File: src/rtl/multicycle_controller.sv
// Multicycle ARM-subset control unit: instruction decode, FETCH/DECODE/EXECUTE/WB
// sequencing FSM, NZCV flag register and condition evaluation.
module multicycle_controller #(
  parameter int         ALUCTRL_W = 3,
  parameter logic [3:0] FLAG_RST  = 4'b0000
) (
  input  logic                 clk,
  input  logic                 reset,
  input  logic [19:0]          Instr,
  input  logic [3:0]           ALUFlags,
  output logic                 PCWrite,
  output logic                 AdrSrc,
  output logic                 MemWrite,
  output logic                 IRWrite,
  output logic [1:0]           ResultSrc,
  output logic [1:0]           ALUSrcA,
  output logic [1:0]           ALUSrcB,
  output logic [1:0]           ImmSrc,
  output logic [1:0]           RegSrc,
  output logic                 RegWrite,
  output logic [ALUCTRL_W-1:0] ALUControl
);

  typedef enum logic [3:0] {
    FETCH    = 4'd0,
    DECODE   = 4'd1,
    MEMADR   = 4'd2,
    MEMRD    = 4'd3,
    MEMWB    = 4'd4,
    MEMWR    = 4'd5,
    EXECUTER = 4'd6,
    EXECUTEI = 4'd7,
    ALUWB    = 4'd8,
    BRANCH   = 4'd9
  } state_t;

  state_t      state_reg, state_next;
  logic [3:0]  flags_reg;

  logic [3:0]  cond;
  logic [1:0]  op;
  logic [5:0]  funct;
  logic [3:0]  cmd;
  logic [3:0]  rd;

  assign cond  = Instr[19:16];
  assign op    = Instr[15:14];
  assign funct = Instr[13:8];
  assign cmd   = funct[4:1];
  assign rd    = Instr[3:0];

  // Data-processing decode; dp_legal gates entry into the EXECUTE states.
  logic [2:0]  alu_dec;
  logic        dp_legal;
  logic        is_cmp;
  logic        is_arith;
  logic [1:0]  flag_w;

  always_comb begin
    alu_dec  = 3'b000;
    dp_legal = 1'b1;
    is_cmp   = 1'b0;
    is_arith = 1'b0;
    case (cmd)
      4'b0100: begin alu_dec = 3'b000; is_arith = 1'b1; end
      4'b0010: begin alu_dec = 3'b001; is_arith = 1'b1; end
      4'b0000: alu_dec = 3'b010;
      4'b1100: alu_dec = 3'b011;
      4'b1010: begin alu_dec = 3'b001; is_arith = 1'b1; is_cmp = 1'b1; end
      4'b0001: begin
        if (ALUCTRL_W >= 3) alu_dec = 3'b100;
        else                dp_legal = 1'b0;
      end
      default: dp_legal = 1'b0;
    endcase
    flag_w = (funct[0] | is_cmp) ? {1'b1, is_arith} : 2'b00;
  end

  logic flag_n, flag_z, flag_c, flag_v;
  logic cond_ex;

  assign {flag_n, flag_z, flag_c, flag_v} = flags_reg;

  always_comb begin
    cond_ex = 1'b0;
    case (cond)
      4'h0: cond_ex = flag_z;
      4'h1: cond_ex = ~flag_z;
      4'h2: cond_ex = flag_c;
      4'h3: cond_ex = ~flag_c;
      4'h4: cond_ex = flag_n;
      4'h5: cond_ex = ~flag_n;
      4'h6: cond_ex = flag_v;
      4'h7: cond_ex = ~flag_v;
      4'h8: cond_ex = flag_c & ~flag_z;
      4'h9: cond_ex = ~flag_c | flag_z;
      4'hA: cond_ex = (flag_n == flag_v);
      4'hB: cond_ex = (flag_n != flag_v);
      4'hC: cond_ex = ~flag_z & (flag_n == flag_v);
      4'hD: cond_ex = flag_z | (flag_n != flag_v);
      4'hE: cond_ex = 1'b1;
      default: cond_ex = 1'b0;
    endcase
  end

  always_ff @(posedge clk or posedge reset) begin
    if (reset) begin
      state_reg <= FETCH;
      flags_reg <= FLAG_RST;
    end else begin
      state_reg <= state_next;
      // Flags are captured from the ALU on the edge that ends the execute cycle.
      if (state_reg == EXECUTER || state_reg == EXECUTEI) begin
        if (flag_w[1] & cond_ex) flags_reg[3:2] <= ALUFlags[3:2];
        if (flag_w[0] & cond_ex) flags_reg[1:0] <= ALUFlags[1:0];
      end
    end
  end

  logic       pc_write_raw, mem_write_raw, ir_write_raw, reg_write_raw;
  logic [2:0] alu_ctrl;

  always_comb begin
    state_next    = FETCH;
    pc_write_raw  = 1'b0;
    mem_write_raw = 1'b0;
    ir_write_raw  = 1'b0;
    reg_write_raw = 1'b0;
    AdrSrc        = 1'b0;
    ResultSrc     = 2'b00;
    ALUSrcA       = 2'b00;
    ALUSrcB       = 2'b00;
    alu_ctrl      = 3'b000;
    case (state_reg)
      FETCH: begin
        ir_write_raw = 1'b1;
        pc_write_raw = 1'b1;
        ALUSrcA      = 2'b01;
        ALUSrcB      = 2'b10;
        ResultSrc    = 2'b10;
        state_next   = DECODE;
      end
      DECODE: begin
        ALUSrcA   = 2'b01;
        ALUSrcB   = 2'b10;
        ResultSrc = 2'b10;
        if (op == 2'b01)                  state_next = MEMADR;
        else if (op == 2'b10)             state_next = BRANCH;
        else if (op == 2'b00 && dp_legal) state_next = funct[5] ? EXECUTEI : EXECUTER;
        else                              state_next = FETCH;
      end
      MEMADR: begin
        ALUSrcB    = 2'b01;
        state_next = funct[0] ? MEMRD : MEMWR;
      end
      MEMRD: begin
        AdrSrc     = 1'b1;
        state_next = MEMWB;
      end
      MEMWB: begin
        ResultSrc = 2'b01;
        if (rd == 4'hF) pc_write_raw  = cond_ex;
        else            reg_write_raw = cond_ex;
      end
      MEMWR: begin
        AdrSrc        = 1'b1;
        mem_write_raw = cond_ex;
      end
      EXECUTER, EXECUTEI: begin
        ALUSrcB    = (state_reg == EXECUTEI) ? 2'b01 : 2'b00;
        alu_ctrl   = alu_dec;
        state_next = is_cmp ? FETCH : ALUWB;
      end
      ALUWB: begin
        if (rd == 4'hF) pc_write_raw  = cond_ex;
        else            reg_write_raw = cond_ex;
      end
      BRANCH: begin
        ALUSrcB      = 2'b01;
        ResultSrc    = 2'b10;
        pc_write_raw = cond_ex;
      end
      default: state_next = FETCH;
    endcase
  end

  // Write enables are masked by reset directly so an in-flight write dies at once.
  assign PCWrite    = pc_write_raw  & ~reset;
  assign MemWrite   = mem_write_raw & ~reset;
  assign IRWrite    = ir_write_raw  & ~reset;
  assign RegWrite   = reg_write_raw & ~reset;
  assign ImmSrc     = op;
  assign RegSrc     = {op == 2'b01, op == 2'b10};
  assign ALUControl = alu_ctrl[ALUCTRL_W-1:0];

  logic unused_bits;
  assign unused_bits = ^{Instr[7:4], alu_ctrl};

endmodule

File: config.mk
export PLATFORM = sky130hd
export DESIGN_NAME = multicycle_controller
export DESIGN_NICKNAME = d
export VERILOG_FILES = /design/src/rtl/multicycle_controller.sv
export SDC_FILE = /design/constraint.sdc
export NUM_CORES = 1
export LEC_CHECK = 0
export CORE_MARGIN = 5
export CORE_UTILIZATION = 39
export CTS_CLUSTER_DIAMETER = 30
export DETAILED_ROUTE_END_ITERATION = 8
export GPL_TIMING_DRIVEN = 0
export PLACE_DENSITY = 0.8
export SLEW_MARGIN = 10
export SYNTH_ARGS = -nofsm -noshare
export SYNTH_HDL_FRONTEND = slang
export SYNTH_SLANG_ARGS = --single-unit
File: constraint.sdc
create_clock -name clk -period 3.2 [get_ports clk]
set_clock_uncertainty 0.2 [all_clocks]
set_input_delay 0.64 -clock clk [delete_from_list [all_inputs] [get_ports clk]]
set_output_delay 0.64 -clock clk [all_outputs]
set_load 0.01 [all_outputs]
==> run_results.csv <==
group,metric,value,unit
synthesis,syn-cell-area,832,um2
global_routing,busiest_layer,"met2",
setup_path,cp-start-kind,"input port",
global_routing,grt_pass1_wl,3830,um
timing,min_period_over_period,0.965,
route,first_pass_iters,4,
floorplan,core-area,2000,um2
global_routing,grtUsageTotal,0.148,
route,route.detailed.drc,0,
synthesis,synth_cells,107,
route,drt_iter0_drc,16,
floorplan,row_count,16,
finish,stdcell_area,1270,um2
synthesis,synth_top_area_share,0.241,
finish,stdcell_count,172,
synthesis,ys.flop_type,"dfrtp_1",
clocking,postCtsSetupRepairBufs,0,
floorplan,start_util,0.416,
finish,diodes,0,
setup_path,crit_path_end_kind,"output pin",
route,vias,932,
timing,tns,0,ns
synthesis,synthArstFlopShare,1.00,
route,ant_nets,0,
setup_path,worstPathMaxFanout,6,
pwr,total_leakage_power,0.493,nW
global_routing,grt.met1_usage,0.160,
place,io_buffer_count,35,
clocking,htreeDepth,1,
clocking,path_clk_slew,0.05,ns
global_routing,use_met3,0.0487,
timing,slew_violations,0,
place,gp_congestion,0.819,
clocking,clock_latency,0.25,ns
finish,area_growth,52.5,%
finish,final_nets,173,
synthesis,ys_top_cells_by_area,"dfrtp_1 24%, nor2_1 4.5%, nand2b_1 3.8%",
setup_path,crit_family,"compound AO/OA/AOI/OAI gates",
setup_path,worstSetupPathType,"in2out",
clocking,cts-root-buf,"clkbuf_4",
hold_path,hp-class,"reg2reg",
synthesis,synth_edf_count,0,
place,place_hpwl,1890,um
synthesis,synth_nets,133,
clocking,cts_inserted_buffers,3,
finish,fill_cells,178,
global_routing,grt_max_degree,11,
synthesis,synth_common_cells,"10 x nor2_1, 8 x dfrtp_1, 6 x a21oi_1",
global_routing,use_met2,0.272,
global_routing,grt_antenna_before_repair,0,
setup_path,crit_arrival,2.25,ns
floorplan,dieArea,3160,um2
floorplan,die_w,56.2,um
route,routed_wl,2320,um
outcome,status,"finished clean",
setup_path,cp_slowest_cell,"or3_4",
synthesis,yosys.cell_count.top_type,"nor2_1",
clocking,cts_sinks,8,
finish,drive_above_1_share,0.152,
setup_path,worstPathRequired,2.36,ns
timing,setup_violations,0,
job,drv_cap,0,
synthesis,syn_avg_cell_area,7.78,um2
clocking,clockBufferDepth,2,
timing,fmax,324,MHz
timing,rsz0062_at_grt,"no",
pwr,ir_drop,0.000321,V
place,dpl.cell_count,169,
synthesis,ys_warn_count,0,
setup_path,path_buf_inv,2,
pwr,power_density,562,nW/um2
global_routing,grt_pass1_vias,920,
synthesis,yosysSeqAreaShare,0.241,
synthesis,synth_area_leader_cell,"dfrtp_1",
floorplan,die_y,56.2,um
floorplan,ios,44,
global_routing,grt.overflow.total,0,
route,post_drt_wl_per_cell,13.5,um
setup_path,max_stage_delay,0.36,ns
timing,hold_violations,0,
setup_path,path_cells,"dlygate4sd2_1, nor2_1, a22oi_1, o31ai_2, a2111oi_4, or3_4, a211oi_1, buf_2",
clocking,holdBufCountCts,0,
synthesis,ys_types,40,
place,placed_cell_area,1220,um2
timing,min_period,3.09,ns
synthesis,ys_seq_elements,8,
clocking,cts_tree,"done",
route,drt-vias-per-instance,5.42,
power by group:
group	leakage (nW)	internal (W)	switching, W
registers	0.106	0.000137	0.0000491
logic	0.374	0.000234	0.000220
clock network	0.0138	0.0000426	0.0000300
worst paths after layout:
| kind | start | endpoint | slack [ns] | cells past startpoint |
|---|---|---|---|---|
| max | Instr[17] | RegWrite | 0.11 | 8 |
| min | flags_reg[2] | flags_reg[2] | 0.37 | 1 |
| max reg2reg | flags_reg[2] | flags_reg[3] | 0.94 | 6 |
| min reg2reg | flags_reg[2] | flags_reg[2] | 0.37 | 1 |
| max in group asynchronous | reset | flags_reg[1] | 2.05 | 2 |
| min in group asynchronous | reset | state_reg[2] | 0.52 | 2 |
through the flow:
| stage | setup slack, ns | hold slack (ns) | util | power (W) |
|---|---|---|---|---|
| global placement | -0.499 | 0.344 | 0.608 | 0.000618 |
| floorplan | 0.276 | 0.256 | - | 0.000434 |
| global route | 0.0345 | 0.389 | 0.634 | 0.000773 |
| CTS | 0.00962 | 0.372 | 0.627 | 0.000712 |
| finish | 0.113 | 0.372 | 0.634 | 0.000713 |
| detailed placement | -0.541 | 0.357 | 0.608 | 0.000630 |
area by class of cell:
class	count	area, um2	share of cell area
Inverter	4	15.0	0.0118
Multi-Input combinational cell	85	606	0.477
Tap cell	27	33.8	0.0266
Sequential cell	8	200	0.158
Buffer	10	57.6	0.0454
Clock buffer	3	22.5	0.0178
Timing Repair Buffer	35	334	0.263
kinds of logic after synthesis:
logic type | after synthesis | share of synthesized area
buf+inv | 14 | 0.0842
xor+xnor | 4 | 0.0421
simple gates | 47 | 0.328
flops | 8 | 0.241
other cells | 1 | 0.00451
mux | 5 | 0.0662
compound gates | 28 | 0.235
layer usage:
| metal | vias up | routed length (um) |
|---|---|---|
| li1 | 464 | - |
| met1 | 434 | 911 |
| met2 | 30 | 1260 |
| met3 | 4 | 130 |
| met4 | 0 | 25 |
| met5 | - | 0 |
placed cells by master, fill, tap and decap left out, drive strengths merged, types with 2 or more instances in the layout:
| cell | instances |
|---|---|
| nand3b | 2 |
| nor4 | 3 |
| clkbuf | 11 |
| xor2 | 2 |
| clkdlybuf4s50 | 31 |
| nand3 | 3 |
| dfrtp | 8 |
| nand2 | 3 |
| a21oi | 6 |
| a31oi | 3 |
| o211ai | 2 |
| inv | 4 |
| o21ai | 5 |
| nor2b | 5 |
| mux2 | 4 |
| nand2b | 5 |
| nor3 | 5 |
| xnor2 | 2 |
| or3 | 2 |
| a211oi | 3 |
| o22ai | 2 |
| nor3b | 4 |
| a2111oi | 2 |
| nor2 | 10 |
| buf | 5 |
repair_timing:
action | CTS | global route
pin swaps | 2 | 1
endpoints found under the setup margin | 3 | 5
gates cloned | 0 | 0
resized for setup | 12 | 7
(Power assumes the default switching activity.)
